===== src/rtl/int_ctrl.sv =====
// int_ctrl: clocked interrupt controller for the ZX-bus INT line.
// Synchronises NCHAN active-high sources, latches them as pending bits
// (level or edge mode per channel), masks them, and drives INT as an
// open-drain enable, either as a level or as a PULSE_LEN-cycle pulse.
// Optional feature macro: PRIORITY_VEC_EN (priority vector readback on
// addr 3 and acknowledge-clears-pending for edge channels).
module int_ctrl #(
   parameter int NCHAN       = 4,
   parameter int SYNC_STAGES = 2,
   parameter int PULSE_LEN   = 32
) (
   input  logic             clk,
   input  logic             rst,
   input  logic [NCHAN-1:0] irq_src,
   input  logic             cfg_wrena,
   input  logic [1:0]       cfg_addr,
   input  logic [7:0]       cfg_wrdata,
   output logic [7:0]       cfg_rddata,
   input  logic             int_ack,
   output logic             zint_oe,
   output logic             int_req
);

   typedef enum logic [1:0] {
      S_IDLE  = 2'd0,
      S_PULSE = 2'd1,
      S_HOLD  = 2'd2
   } state_t;

   localparam logic [7:0] CNT_LOAD = 8'(PULSE_LEN - 1);

   logic [SYNC_STAGES-1:0][NCHAN-1:0] sync_q;
   logic [NCHAN-1:0] s_n;
   logic [NCHAN-1:0] s_p;
   logic [NCHAN-1:0] rise;

   logic [NCHAN-1:0] mask;
   logic [NCHAN-1:0] mode;
   logic [NCHAN-1:0] pend;
   logic [NCHAN-1:0] pend_next;
   logic [NCHAN-1:0] w1c;
   logic [NCHAN-1:0] ack_clr;
   logic [NCHAN-1:0] active;
   logic             en;
   logic             pm;

   logic wr_mask;
   logic wr_mode;
   logic wr_pend;
   logic wr_ctrl;
   logic pm_change;

   state_t     state;
   state_t     state_next;
   logic [7:0] cnt;
   logic [7:0] cnt_next;

   logic       vld;
   logic [2:0] vec;

   assign s_n    = sync_q[SYNC_STAGES-1];
   assign rise   = s_n & ~s_p;
   assign active = pend & mask;

   assign wr_mask   = cfg_wrena && (cfg_addr == 2'd0);
   assign wr_mode   = cfg_wrena && (cfg_addr == 2'd1);
   assign wr_pend   = cfg_wrena && (cfg_addr == 2'd2);
   assign wr_ctrl   = cfg_wrena && (cfg_addr == 2'd3);
   assign pm_change = wr_ctrl && (cfg_wrdata[1] != pm);

   // Source synchroniser chain plus one extra delay stage for edge detection
   always_ff @(posedge clk) begin
      if (rst) begin
         sync_q <= '0;
         s_p    <= '0;
      end else begin
         sync_q <= {sync_q[SYNC_STAGES-2:0], irq_src};
         s_p    <= s_n;
      end
   end

   // Configuration registers: MASK, MODE, CTRL (EN, PM)
   always_ff @(posedge clk) begin
      if (rst) begin
         mask <= '0;
         mode <= '0;
         en   <= 1'b0;
         pm   <= 1'b0;
      end else begin
         if (wr_mask) mask <= cfg_wrdata[NCHAN-1:0];
         if (wr_mode) mode <= cfg_wrdata[NCHAN-1:0];
         if (wr_ctrl) begin
            en <= cfg_wrdata[0];
            pm <= cfg_wrdata[1];
         end
      end
   end

   // Lowest-index pending-and-unmasked channel
   always_comb begin
      vld = 1'b0;
      vec = '0;
      for (int unsigned i = 0; i < NCHAN; i++) begin
         if (!vld && active[i]) begin
            vld = 1'b1;
            vec = 3'(i);
         end
      end
   end

   // Pending-bit next value: level channels track the synchronised source,
   // edge channels set on a rising edge and clear on W1C/ack, set wins
   always_comb begin
      w1c     = wr_pend ? cfg_wrdata[NCHAN-1:0] : '0;
      ack_clr = '0;
`ifdef PRIORITY_VEC_EN
      for (int unsigned i = 0; i < NCHAN; i++) begin
         ack_clr[i] = int_ack && vld && (vec == 3'(i)) && mode[i];
      end
`endif
      pend_next = '0;
      for (int unsigned i = 0; i < NCHAN; i++) begin
         if (mode[i])
            pend_next[i] = rise[i] | (pend[i] & ~(w1c[i] | ack_clr[i]));
         else
            pend_next[i] = s_n[i];
      end
   end

   // Pending register and registered request
   always_ff @(posedge clk) begin
      if (rst) begin
         pend    <= '0;
         int_req <= 1'b0;
      end else begin
         pend    <= pend_next;
         int_req <= |active;
      end
   end

   // Pulse FSM state and counter register
   always_ff @(posedge clk) begin
      if (rst) begin
         state <= S_IDLE;
         cnt   <= '0;
      end else begin
         state <= state_next;
         cnt   <= cnt_next;
      end
   end

   // Pulse FSM next state: held idle when disabled, in level mode, or on a PM change
   always_comb begin
      state_next = state;
      cnt_next   = cnt;
      if (!en || !pm || pm_change) begin
         state_next = S_IDLE;
         cnt_next   = '0;
      end else begin
         case (state)
            S_IDLE: begin
               if (int_req) begin
                  state_next = S_PULSE;
                  cnt_next   = CNT_LOAD;
               end
            end
            S_PULSE: begin
               if ((cnt == 8'd0) || int_ack) begin
                  state_next = S_HOLD;
                  cnt_next   = '0;
               end else begin
                  cnt_next = cnt - 8'd1;
               end
            end
            S_HOLD: begin
               if (!int_req) state_next = S_IDLE;
            end
            default: begin
               state_next = S_IDLE;
               cnt_next   = '0;
            end
         endcase
      end
   end

   // INT drive: EN gates both modes directly so clearing EN drops INT on the next clk
   always_comb begin
      if (pm) zint_oe = en && (state == S_PULSE);
      else    zint_oe = en && int_req;
   end

   // Register readback, unused high bits read as zero
   always_comb begin
      cfg_rddata = '0;
      case (cfg_addr)
         2'd0: cfg_rddata[NCHAN-1:0] = mask;
         2'd1: cfg_rddata[NCHAN-1:0] = mode;
         2'd2: cfg_rddata[NCHAN-1:0] = pend;
         default: begin
`ifdef PRIORITY_VEC_EN
            cfg_rddata = {vld, 4'b0000, vec};
`else
            cfg_rddata = {6'b000000, pm, en};
`endif
         end
      endcase
   end

endmodule

===== config.mk =====
export PLATFORM = sky130hd
export DESIGN_NAME = int_ctrl
export DESIGN_NICKNAME = d
export VERILOG_FILES = /design/src/rtl/int_ctrl.sv
export SDC_FILE = /design/constraint.sdc
export NUM_CORES = 1
export LEC_CHECK = 0
export ABC_AREA = 0
export CAP_MARGIN = 20
export CORE_MARGIN = 4
export CORE_UTILIZATION = 52
export CTS_CLUSTER_DIAMETER = 200
export DETAILED_ROUTE_END_ITERATION = 12
export PLACE_DENSITY = 0.79
export SETUP_SLACK_MARGIN = 0.3
export SYNTH_ARGS = -nofsm -noshare
export SYNTH_HDL_FRONTEND = slang
export SYNTH_SLANG_ARGS = --single-unit

===== constraint.sdc =====
create_clock -name clk -period 1.7 [get_ports clk]
set_input_delay 0.255 -clock clk [delete_from_list [all_inputs] [get_ports clk]]
set_output_delay 0.255 -clock clk [all_outputs]
set_load 0.03 [all_outputs]

==> reports/summary.txt <==
status - finished clean
total global-route track usage - 0.196
Setup-failing EPs final - 0
Max VDD drop - 0.602 mV
Final ANT Viol Nets - 0
hold_ws - 0.448 ns
Final Cycle Share - 0.948
Least-Margin Pin Slew - 0.605 ns
P_leak - 0.906 nW
Ys Warns - 0
# clock sinks - 37
largest net degree at the start of global routing - 24
RD Place Congestion - 0.758
clock root buffer - clkbuf_4
Worst Path Buf+Inv - 1
slowest stage cell, crit path - mux4_2
CTS tree - built
n_diodes - 0
Hold WC Path Type - input port to flip-flop
die height - 64.1 um
Reg clk slew, reported paths - 0.12 ns
Die X - 64.1 um
Synth area leaders - dfxtp_1 45%, mux2i_1 7.3%, nor2b_1 6.1%
Worst Path Required - 1.44 ns
Clk Latency, worst-skew pair - 0.35 ns
Async SR Flop Fraction - 0
crit-path max FO - 4
grt ovf - 0
Seq cells post-synth - 37
pwr dens - 698 nW/um2
num rows - 20
post-synth top area share - 0.453
number of flops mapped to enable cells by yosys - 0
cts hold-fix bufs - 0
Max transition margin - 0.595
first-pass GRT wire length - 6.42 mm
Syn Std Cell Area - 1640 um2
setup_tns - 0 ns
I/O Buffers - 19
CP startpoint kind - flip-flop
CP Data Arrival Time - 1.36 ns
Max Slew Vio Count - 0
DRC violations left - 0
Layout area overhead - 40.3%
Initial DRT Pass Iterations - 5
max-cap viol count - 0
fmax - 621 MHz
Via density - 5.64
number of fill cells in the layout - 192
Tot Pwr - 1.60 mW
Layout Nets - 239
# H-tree levels - 2
DP HPWL - 2.48 mm
crit end category - output pin
Final Hold Viols - 0
antenna violations before repair - 0
I/O pin count - 28
Min Clock Period, post-route - 1.61 ns
clk buf depth - 2
Placement Cell Area - 1940 um2
die area - 4110 um2
Setup Skew - 0.0199 ns
CP max stage delay - 0.48 ns
CP Cell Sequence - mux4_2 -> buf_6
RSZ-0062 raised after global routing - true
fin worst setup slack - 0.0885 ns
vias in the first global route - 1419
per-cell routed wire length - 17.3 um
library cells used by synthesis - 38
ys flop type - dfxtp_1
dominant cell type by area after synthesis - dfxtp_1
via count - 1488
final WL - 4.58 mm
share of cells above drive strength 1 - 0.386
DRT iter0 DRCs - 123
Avg Synthesized Cell Area - 9.51 um2
Placement Setup Slack - -0.489 ns
Placeable Area - 3030 um2
Initial Util - 0.540
Seq/Total Area, Yosys - 0.453
WS Path Type - flip-flop to output pin
design area - 2300 um2
Crit path max-delay family - multiplexers
Post-Synthesis Cells - 172
cts bufs inserted - 5
## Yosys cell counts, drive strengths merged (2+ instances only)
cell    instances
nor2b          16
nor3b           2
nand2           9
nand2b          2
a41o            4
nor2           17
nor3            3
dfxtp          37
inv             5
ha              2
buf             9
a21boi          5
and3b           2
o21ai           9
nand3b          2
a22oi           2
mux2i          12
a21oi          14
a31oi           2
a211oi          2
mux4            2
nand3           4
## cell families (layout without fill, tap and decap cells)
logic type,after synthesis,after routing,synth area share
multiplexers,14,14,0.101
buffers and inverters,15,59,0.0466
other,1,4,0.00229
adder cells (fa/ha/maj),2,2,0.0153
AND/OR/NAND/NOR,63,63,0.217
flip-flops,37,37,0.453
AO/OA/AOI/OAI,40,41,0.165
## worst register-to-register path: cells and delay by family (launching register included)
kind            cells  cell delay, ns
flops               1            0.35
buf+inv             1            0.14
compound gates      2            0.28
simple gates        2            0.75
## registers in the layout, indices dropped and copies added (netlist names)
| register | count |
|---|---|
| s_p | 4 |
| s_n | 4 |
| state | 2 |
| cnt | 8 |
| pm | 1 |
| mode | 4 |
| int_req | 1 |
| pend | 4 |
| mask | 4 |
| sync_q | 4 |
| en | 1 |
## cell type report
type	count	area [um2]	share of cell area
multi-input cells	124	965	0.420
flip-flops and latches	37	759	0.331
repair buffers	46	425	0.185
clock buffers	7	65.1	0.0283
well taps	44	55.1	0.0240
inverters	5	21.3	0.00926
clock inverters	1	5.00	0.00218
## per-layer routing
| layer | routed length [um] | vias to the layer above | track usage |
|---|---|---|---|
| met3 | 304 | 9 | 0.0650 |
| met4 | 72 | 0 | 0.0660 |
| met2 | 2300 | 61 | 0.334 |
| met1 | 1910 | 717 | 0.230 |
| met5 | 0 | - | 0 |
| li1 | - | 701 | - |
## power breakdown
group / leakage (nW) / switching (mW) / total [mW] / internal, mW
clock: 0.0413 / 0.302 / 0.542 / 0.240
sequential: 0.308 / 0.0127 / 0.901 / 0.888
combinational: 0.557 / 0.0764 / 0.159 / 0.0826
total: 0.906 / 0.391 / 1.60 / 1.21
## stage by stage
stage                util  instances
global placement    0.642        240
floorplan               -        175
global route        0.758        264
finish              0.758        264
CTS                 0.712        258
detailed placement  0.642        240
## path summary, 6_finish.rpt
| path | start | end | slack, ns | cells after the start |
|---|---|---|---|---|
| setup reg to reg | cnt[0] | cnt[7] | 0.12 | 5 |
| setup / recovery | mode[1] | cfg_rddata[1] | 0.09 | 2 |
| hold reg to reg | sync_q[2] | s_n[2] | 0.45 | 1 |
| hold / removal | irq_src[2] | sync_q[2] | 0.45 | 2 |
## placed cells by master (no fill, tap or decap), types with 8 or more instances in the layout
cell type | synthesis | routed
dfxtp_2 | 0 | 12
nand2_1 | 9 | 8
nor2_1 | 17 | 17
buf_6 | 0 | 11
dfxtp_1 | 37 | 24
buf_4 | 4 | 20
mux2i_1 | 12 | 11
a21oi_1 | 12 | 8
nor2b_1 | 16 | 14
clkdlybuf4s50_1 | 0 | 11
## repair_timing
action,in CTS,in global routing
pin swaps,7,13
gates cloned,1,0
resized for setup,47,36
buffers inserted,9,6
endpoints found under the setup margin,16,15
Note: power is estimated with default switching activity, not from simulation.
==> patch: new RTL, same flow settings <==
Set the parameter `NCHAN` to 5 (it was 4).
--- a/src/rtl/int_ctrl.sv
+++ b/src/rtl/int_ctrl.sv
@@ -7,3 +7,3 @@
 module int_ctrl #(
-   parameter int NCHAN       = 4,
+   parameter int NCHAN       = 5,
    parameter int SYNC_STAGES = 2,
Interface: changed (resized irq_src); port bits go from 28 to 29. No check against the original RTL was run, so the function may have changed too.
==> patch against the original RTL <==
- sequential power up 17%
- final area rose by 12%
- synthesized area grew 13%
- power up 15%
- synthesized cell count grew 14%
- sequential cell count rose by 6
- sequential share of layout area grew 1.5 points
- routed wire length increased by 6.4%
- setup slack improved by 0.027 ns
- non-clock buffer count up 15
- largest cell class unchanged
==> patch: results (changes against the original RTL) <==
Dpl ws - -0.483 ns (was -0.489 ns)
Largest net degree at the start of global routing - 29 (was 24)
Clock transition at the registers of the reported paths - 0.12 ns (about the same)
Ys async rst share - 0% (unchanged)
Hpwl dp - 2900 um (was 2480 um)
H-tree levels - 2 (unchanged)
Seq/Total Area, Yosys - 46.7% (was 45.3%)
Initial antenna violation count - 0 (unchanged)
Fillers - 200 (was 192)
LEAKAGE - 1.04 nW (was 0.906 nW)
CP max FO - 2 (was 4)
Status - completed (unchanged)
Data arrival time of the critical path - 1.33 ns (was 1.36 ns)
Max incr delay on CP - 0.47 ns
Crit path max-delay family - multiplexers (unchanged)
Max reg flops - 8 (unchanged)
Compound-Gate Fraction of Synth Area - 16.1% (was 16.5%)
DRT iter0 DRCs - 145 (was 123)
Clock Skews - 0.00929 ns (was 0.0199 ns)
Worst VDD drop - 0.522 mV (was 0.602 mV)
Post-synthesis mux area share - 9.50% (was 10.1%)
Clk_lat worst skew - 0.35 ns (about the same)
GRT met3 Usage - 6.49% (was 6.50%)
XOR/XNOR share of the synthesized area - 0.475% (was 0%)
Max Root-Sink Buffers - 2 (unchanged)
RePlAce Congestion - 0.915 (was 0.758)
CTS Root Buffer Type - clkbuf_4 (unchanged)
Layout cell share with drive strength beyond 1 - 37.2% (was 38.6%)
Main synth FF type - dfxtp_1 (unchanged)
Met2 usage - 34.3% (was 33.4%)
Pre-Repair DR Iteration Count - 6 (was 5)
Met1 Use GR - 26.1% (was 23.0%)
Synth Area in Adders - 1.36% (was 1.53%)
Yosys cell types - 43 (was 38)
Post-synth top cells - dfxtp_1 (43), nor2b_1 (20), nor2_1 (18) (was dfxtp_1 (37), nor2_1 (17), nor2b_1 (16))
First-pass GRT wire length - 7130 um (was 6420 um)
Vias in the first global route - 1528 (was 1419)
HP Class - input pin to flop (unchanged)
GRT Total Usage - 21.3% (was 19.6%)
WL final - 4870 um (was 4580 um)
Number of antenna diodes - 0 (unchanged)
Vias/cell - 5.70 (was 5.64)
Top post-synthesis cells by area - dfxtp_1 (47%), mux2i_1 (7.1%), nor2b_1 (6.8%) (was dfxtp_1 (45%), mux2i_1 (7.3%), nor2b_1 (6.1%))
Layout net count - 274 (was 239)
PortBufs - 22 (was 19)
patch: worst paths after layout:
path | from | to | slack [ns] | cells after the start
worst max-delay path | en | cfg_rddata[0] | 0.12 | 2
worst min-delay path | irq_src[2] | sync_q[2] | 0.45 | 2
worst max register to register | cnt[1] | cnt[6] | 0.21 | 5
worst min register to register | sync_q[2] | s_n[2] | 0.46 | 1
patch: cell type report:
type	instances	area share (%)
Tap cell	46	2.24
Multi-Input combinational cell	137	39.5
Clock inverter	1	1.17
Sequential cell	43	34.6
Inverter	5	0.732
Timing Repair Buffer	61	20.2
Clock buffer	6	1.61
patch: report_power, final:
part / switching, mW / internal [mW] / total, mW / leakage [nW]
logic: 0.0940 / 0.0991 / 0.193 / 0.640
clock network: 0.307 / 0.303 / 0.610 / 0.0383
registers: 0.0138 / 1.03 / 1.05 / 0.359
patch: cell families after synthesis:
group / after synthesis
simple gates: 74
flops: 43
compound gates: 42
buf+inv: 18
mux: 15
fa+ha+maj: 2
other cells: 1
xor+xnor: 1
patch: repair_timing:
item,4_1_cts,5_1_grt
setup endpoints to repair,18,17
gates cloned,0,0
gates resized for setup,45,25
buffers inserted,9,9
pin swaps,3,9
patch: routing by layer:
metal / wire length [um] / share of wire (%)
met1: 2010 / 41
met2: 2360 / 48
met3: 405 / 8.3
met4: 99 / 2.0
met5: 0 / 0
patch: metrics by stage:
step	setup TNS (ns)	hold WS (ns)	cells	power, mW	cell area, um2
after floorplan	0	0.383	198	1.16	1880
after global placement	-1.93	0.422	274	1.24	2230
after detailed placement	-2.29	0.433	274	1.24	2230
after CTS	0	0.435	290	1.86	2430
after global routing	0	0.415	299	1.94	2560
final	0	0.449	299	1.85	2560
